`src/rtl/pwm_channel_pkg.sv`:
```
// Shared definitions for the single-channel PWM generator.
package pwm_channel_pkg;

  typedef enum logic [0:0] {
    ST_IDLE = 1'b0,
    ST_RUN  = 1'b1
  } state_e;

  localparam int unsigned PWM_WIDTH_DEFAULT  = 32;
  localparam int unsigned PWM_PERIOD_DEFAULT = 256;

endpackage

```
`src/rtl/pwm_channel.sv`:
```
// Single-channel PWM generator with double-buffered duty/period.
// Updates, start and stop all take effect on a period boundary.
module pwm_channel
  import pwm_channel_pkg::*;
#(
  parameter int unsigned WIDTH       = PWM_WIDTH_DEFAULT,
  parameter bit          IDLE_LEVEL  = 1'b0,
  parameter bit          ACTIVE_HIGH = 1'b1
) (
  input  logic             clk,
  input  logic             rst,
  input  logic             en,
  input  logic             upd_valid,
  input  logic [WIDTH-1:0] duty,
  input  logic [WIDTH-1:0] period,
  output logic             upd_ack,
  output logic             period_end,
  output logic             running,
  output logic             pwm_out
);

  localparam logic [WIDTH-1:0] ONE = WIDTH'(1);

  state_e           state_q, state_d;
  logic [WIDTH-1:0] cnt_q, cnt_d;
  logic [WIDTH-1:0] duty_act_q, duty_act_d;
  logic [WIDTH-1:0] period_act_q, period_act_d;
  logic [WIDTH-1:0] duty_sh_q, duty_sh_d;
  logic [WIDTH-1:0] period_sh_q, period_sh_d;
  logic             pending_q, pending_d;

  logic             pwm_q, pwm_d;
  logic             period_end_q, period_end_d;
  logic             upd_ack_q, upd_ack_d;
  logic             running_q, running_d;

  logic             wrap;
  logic             xfer;

  // State, counter, active and shadow registers.
  always_ff @(posedge clk) begin
    if (!rst) begin
      state_q      <= ST_IDLE;
      cnt_q        <= '0;
      duty_act_q   <= '0;
      period_act_q <= '0;
      duty_sh_q    <= '0;
      period_sh_q  <= '0;
      pending_q    <= 1'b0;
    end else begin
      state_q      <= state_d;
      cnt_q        <= cnt_d;
      duty_act_q   <= duty_act_d;
      period_act_q <= period_act_d;
      duty_sh_q    <= duty_sh_d;
      period_sh_q  <= period_sh_d;
      pending_q    <= pending_d;
    end
  end

  // Next state: shadow capture, boundary transfer and run/stop decisions.
  // An update arriving on a load point bypasses the shadow so it applies at once.
  always_comb begin
    wrap         = (state_q == ST_RUN) && (cnt_q == period_act_q - ONE);
    xfer         = ((state_q == ST_IDLE) || wrap) && (pending_q || upd_valid);
    state_d      = state_q;
    cnt_d        = cnt_q;
    duty_act_d   = duty_act_q;
    period_act_d = period_act_q;
    duty_sh_d    = duty_sh_q;
    period_sh_d  = period_sh_q;
    pending_d    = pending_q;

    if (upd_valid) begin
      duty_sh_d   = duty;
      period_sh_d = period;
      pending_d   = 1'b1;
    end

    if (xfer) begin
      duty_act_d   = upd_valid ? duty   : duty_sh_q;
      period_act_d = upd_valid ? period : period_sh_q;
      pending_d    = 1'b0;
    end

    unique case (state_q)
      ST_IDLE: begin
        cnt_d = '0;
        if (en && (period_act_d != '0)) begin
          state_d = ST_RUN;
        end
      end
      ST_RUN: begin
        if (wrap) begin
          cnt_d = '0;
          if (!en || (period_act_d == '0)) begin
            state_d = ST_IDLE;
          end
        end else begin
          cnt_d = cnt_q + ONE;
        end
      end
      default: begin
        state_d = ST_IDLE;
        cnt_d   = '0;
      end
    endcase
  end

  // Output decode: compare level, boundary pulse and transfer acknowledge.
  always_comb begin
    running_d    = (state_q == ST_RUN);
    pwm_d        = running_d ? ((cnt_q < duty_act_q) ^ !ACTIVE_HIGH) : IDLE_LEVEL;
    period_end_d = wrap;
    upd_ack_d    = xfer;
  end

  // Registered output stage.
  always_ff @(posedge clk) begin
    if (!rst) begin
      pwm_q        <= IDLE_LEVEL;
      period_end_q <= 1'b0;
      upd_ack_q    <= 1'b0;
      running_q    <= 1'b0;
    end else begin
      pwm_q        <= pwm_d;
      period_end_q <= period_end_d;
      upd_ack_q    <= upd_ack_d;
      running_q    <= running_d;
    end
  end

  assign pwm_out    = pwm_q;
  assign period_end = period_end_q;
  assign upd_ack    = upd_ack_q;
  assign running    = running_q;

endmodule

```
`config.mk`:
```
export PLATFORM = sky130hd
export DESIGN_NAME = pwm_channel
export DESIGN_NICKNAME = d
export VERILOG_FILES = /design/src/rtl/pwm_channel_pkg.sv /design/src/rtl/pwm_channel.sv
export SDC_FILE = /design/constraint.sdc
export NUM_CORES = 1
export LEC_CHECK = 0
export BUFFER_PORTS_ARGS = -buffer_cell sky130_fd_sc_hd__buf_2
export CAP_MARGIN = 20
export CORE_ASPECT_RATIO = 0.6
export CORE_UTILIZATION = 50
export DETAILED_ROUTE_END_ITERATION = 7
export PLACE_DENSITY = 0.69
export SLEW_MARGIN = 40
export SYNTH_ARGS = -nofsm -noshare
export SYNTH_HDL_FRONTEND = slang
export SYNTH_SLANG_ARGS = --single-unit
```
`constraint.sdc`:
```
create_clock -name clk -period 3.9 [get_ports clk]
set_input_delay 0.585 -clock clk [delete_from_list [all_inputs] [get_ports clk]]
set_output_delay 0.585 -clock clk [all_outputs]
set_load 0.03 [all_outputs]
```
==> summary.txt <==
Worst hold path
  • Hold path start: duty[6]
  • Worst hold path class: in -> reg

Synth
  • Top_reg_cell synth: dfxtp_1
  • EDFF count, synth: 0
  • Synth Instances: 894
  • Dominant cell type by area after synthesis: dfxtp_1
  • Synth warn: 0
  • Synth unique cells: 51
  • Asr flop ratio synth: 0
  • Mean Syn Cell Area: a little over 9 um2
  • Flops & latches, synth: ~170
  • Post-synthesis sequential area ratio: 0.398
  • Mapped Nets: 995
  • Synth top area share: 0.398
  • Ranking of synthesized cells by area: dfxtp_1, mux2i_1, o211a_1
  • Mapped Area: 8350 um2

Critical path
  • R2R depth: 10
  • R2r setup slk: about 0.15 ns
  • Worst-path cell chain: or4_1, or4_1, nor3_1, xnor2_1, nor4_1, nand4_1, o41ai_4, clkbuf_16, mux2i_1, nor2b_1
  • Crit path to: period_act_q[17]$_SDFF_PN0_
  • Crit path capture type: flip-flop
  • Critical Path Max Stage Delay: 0.70 ns
  • Worst reg2reg path startpoint: period_act_q[7]$_SDFF_PN0_
  • Critical path type: reg -> reg
  • Levels on crit path: 10
  • Setup crit start: period_act_q[7]$_SDFF_PN0_
  • Crit path max-delay cell type: or4_1
  • Buffers & Inverters on Critical Path: 1
  • Delay-heaviest family, CP: simple AND/OR/NAND/NOR gates
  • Critical Path RT: 4.22 ns
  • Worst endpoint data arrival time: 4.07 ns
  • Reg2reg end: period_act_q[17]$_SDFF_PN0_
  • Worst-path maximum fanout: 29
  • CP startpoint kind: flip-flop
  • CP most frequent cell: or4_1

Floorplanning
  • FP Rows: 36
  • Total Die Area: about 17000 um2
  • Io pins: 72
  • Die width: 169 um
  • Die height: approximately 100 um
  • Core area: around 16000 um2
  • Starting density of the core: 0.513

STA
  • Clock Skew: about 0.016 ns
  • Crit path time final: between 3 and 4 ns
  • Fin. Hold Viols: 0
  • Fin. max-slew vios: 0
  • Crit share post-route: 0.962
  • Max frequency: 0.267 GHz
  • Final Worst Setup Slack: 0.148 ns
  • Max_slew headroom: 0.426
  • Measured slew at the worst slew-check pin: approximately 0.85 ns
  • Setup violators final: 0

Placed design
  • DP Worst Slack: between 0.15 and 0.2 ns
  • Placed inst area: approximately 9000 um2
  • Dpl cells: around 1200
  • Port-buffer cells: just over 70
  • HPWL Detailed: around 14000 um
  • RePlAce Congestion: between 0.8 and 0.9

Global routing
  • Busiest grt layer: met1
  • Global Route Usage Sum: 0.227
  • Total grt overflow: 0
  • Vias in the first global route: just under 6000
  • Met2 usage: 0.330
  • Initial antenna violation count: 0
  • Largest net degree at the start of global routing: 79
  • GR Util met3: 0.0380
  • GR Util met1: 0.343
  • First-pass GRT wire length: ~31000 um

Clock tree
  • Clock Pin Slew Worst Setup and Hold Paths: around 0.070 ns
  • Hold_buf cts: 0
  • CTS H-tree lvls: 4
  • CTS Sinks: 166
  • Clock buffer depth: 2
  • Clock Root Buffer: clkbuf_16
  • CTS tree: yes
  • CTS Buf Count: 17
  • Clock Latency Late Sink: between 0.4 and 0.5 ns

Routing
  • Routed len/inst: 16.1 um
  • DR vias: about 6500
  • Pre-antenna DRT Iters: 7
  • Post-route ant nets: 0
  • Vias/cell: between 5 and 6
  • DRT iter0 DRCs: about 460
  • Final WL: 19200 um
  • # DRC: 1

Finish
  • Final instance area: between 9000 and 10000 um2
  • Core Util, Final: 0.585
  • Area growth, synth to finish: 14.0%
  • FILL cells: between 1000 and 1500
  • N_diodes: 0
  • Non-filler instance count after layout: between 1000 and 1500
  • Nets: about 1100
  • Multi-input gate area: between 4000 and 5000 um2
  • FF/Latch Area: around 3300 um2
  • Layout cell share with drive strength beyond 1: 0.149

Run status
  • Failing checks: design-rule violations
  • Status: finished with violations

Power
  • Worst VDD drop: 0.270 mV
  • Leak: 4.38 nW
  • Power density cells: ~450 nW/um2

Flow run
  • Max_cap viols: 0
-- repair_timing --
| action | 4_1_cts | 5_1_grt |
|---|---|---|
| endpoints found under the hold margin | 0 | 0 |
| gates resized for setup | 0 | 1 |
| setup buffers | 0 | 1 |
| endpoints found under the setup margin | 0 | 26 |
-- layout by cell type, fill, tap and decap left out, types with 5 or more instances in the layout --
cell	synthesis	routed
a21o_1	14	14
a21oi_1	17	17
and2_1	22	22
and3_1	8	8
buf_2	3	69
buf_4	9	14
clkbuf_16	0	18
dfxtp_1	166	166
ha_1	33	33
inv_1	37	37
inv_6	0	6
mux2_2	20	20
mux2i_1	69	69
nand2_1	66	66
nand3_1	21	21
nand4_1	19	19
nor2_1	65	65
nor2b_1	67	67
nor3_1	19	19
nor4_1	29	29
o211a_1	44	44
o21ai_0	5	5
or3_1	5	5
or4_1	5	5
xnor2_1	43	43
xor2_1	31	31
-- kinds of logic (layout without fill, tap and decap cells) --
family | count (synthesis) | after routing | share of synthesized area
AND/OR/NAND/NOR | 351 | 351 | 0.226
flip-flops | 166 | 166 | 0.398
AO/OA/AOI/OAI | 98 | 98 | 0.0967
multiplexers | 89 | 89 | 0.110
buffers and inverters | 83 | 155 | 0.0427
XOR/XNOR | 74 | 74 | 0.0776
adder cells (fa/ha/maj) | 33 | 33 | 0.0495
-- state kept, by name, indices dropped and copies added, names as in the netlist --
signal	count
cnt_q	32
duty_act_q	32
duty_sh_q	32
pending_q	1
period_act_q	32
period_end	1
period_sh_q	32
pwm_out	1
running	1
running_d	1
upd_ack	1
-- metrics by stage --
stage               setup TNS (ns)  total power [mW]  hold slack [ns]
floorplan                        0              2.42            0.462
global route               -0.0360              4.47            0.452
global placement                 0              2.62            0.481
finish                           0              4.29            0.436
CTS                              0              4.30            0.434
detailed placement               0              2.63            0.488
-- worst reg2reg max path, cell delays in order (launching register included) --
cell	delay [ns]
dfxtp_1	0.38
or4_1	0.71
or4_1	0.56
nor3_1	0.21
xnor2_1	0.14
nor4_1	0.37
nand4_1	0.20
o41ai_4	0.40
clkbuf_16	0.34
mux2i_1	0.26
nor2b_1	0.08
-- power breakdown --
| part | switching, mW | internal, mW |
|---|---|---|
| registers | 0.0748 | 1.80 |
| logic | 0.410 | 0.333 |
| clock network | 0.756 | 0.920 |
| total | 1.24 | 3.05 |
-- layer usage --
layer	part of all wire	wire length (um)
met1	0.54	10300
met4	0.0083	160
met5	0	0
met2	0.40	7750
met3	0.050	966
-- worst min-delay path by stage --
stage                                        endpoint  cells past startpoint  slack (ns)
after global routing         duty_sh_q[10]$_SDFF_PN0_                      3        0.45
after CTS                     duty_sh_q[6]$_SDFF_PN0_                      3        0.43
final                         duty_sh_q[6]$_SDFF_PN0_                      3        0.44
after floorplan                 period_end$_SDFF_PN0_                      2        0.46
after detailed placement  duty_act_q[13]$_SDFFE_PN0N_                      1        0.49
after global placement    duty_act_q[20]$_SDFFE_PN0N_                      1        0.48
-- cell usage after synthesis (2+ instances only) --
library cell,number
dfxtp_1,166
buf_2,3
mux2i_1,69
ha_1,33
or4_1,5
nor2b_1,67
o211a_1,44
nand2b_1,4
and3_1,8
nor4b_1,2
buf_4,9
nor3b_1,2
and2_1,22
o21ai_0,5
xor2_1,31
a21oi_1,17
or3_1,5
nor3_1,19
clkbuf_1,29
nand4b_1,3
xnor2_1,43
nand3_1,21
nand3b_1,2
nand2_1,66
a2bb2oi_1,2
a31oi_1,2
mux2_2,20
nor4_1,29
or2_2,3
inv_1,37
a2111oi_0,2
nand4_1,19
a21o_1,14
o211ai_1,4
buf_1,4
and4_1,4
nor2_1,65
-- cell type report --
type / instances / share of cell area
multi-input combinational: 645 / 0.492
inverter: 37 / 0.0146
sequential: 166 / 0.349
timing repair buffer: 86 / 0.0533
clock buffer: 19 / 0.0466
tap: 228 / 0.0300
clock inverter: 13 / 0.0143
Power figures use the tool's default switching activity.
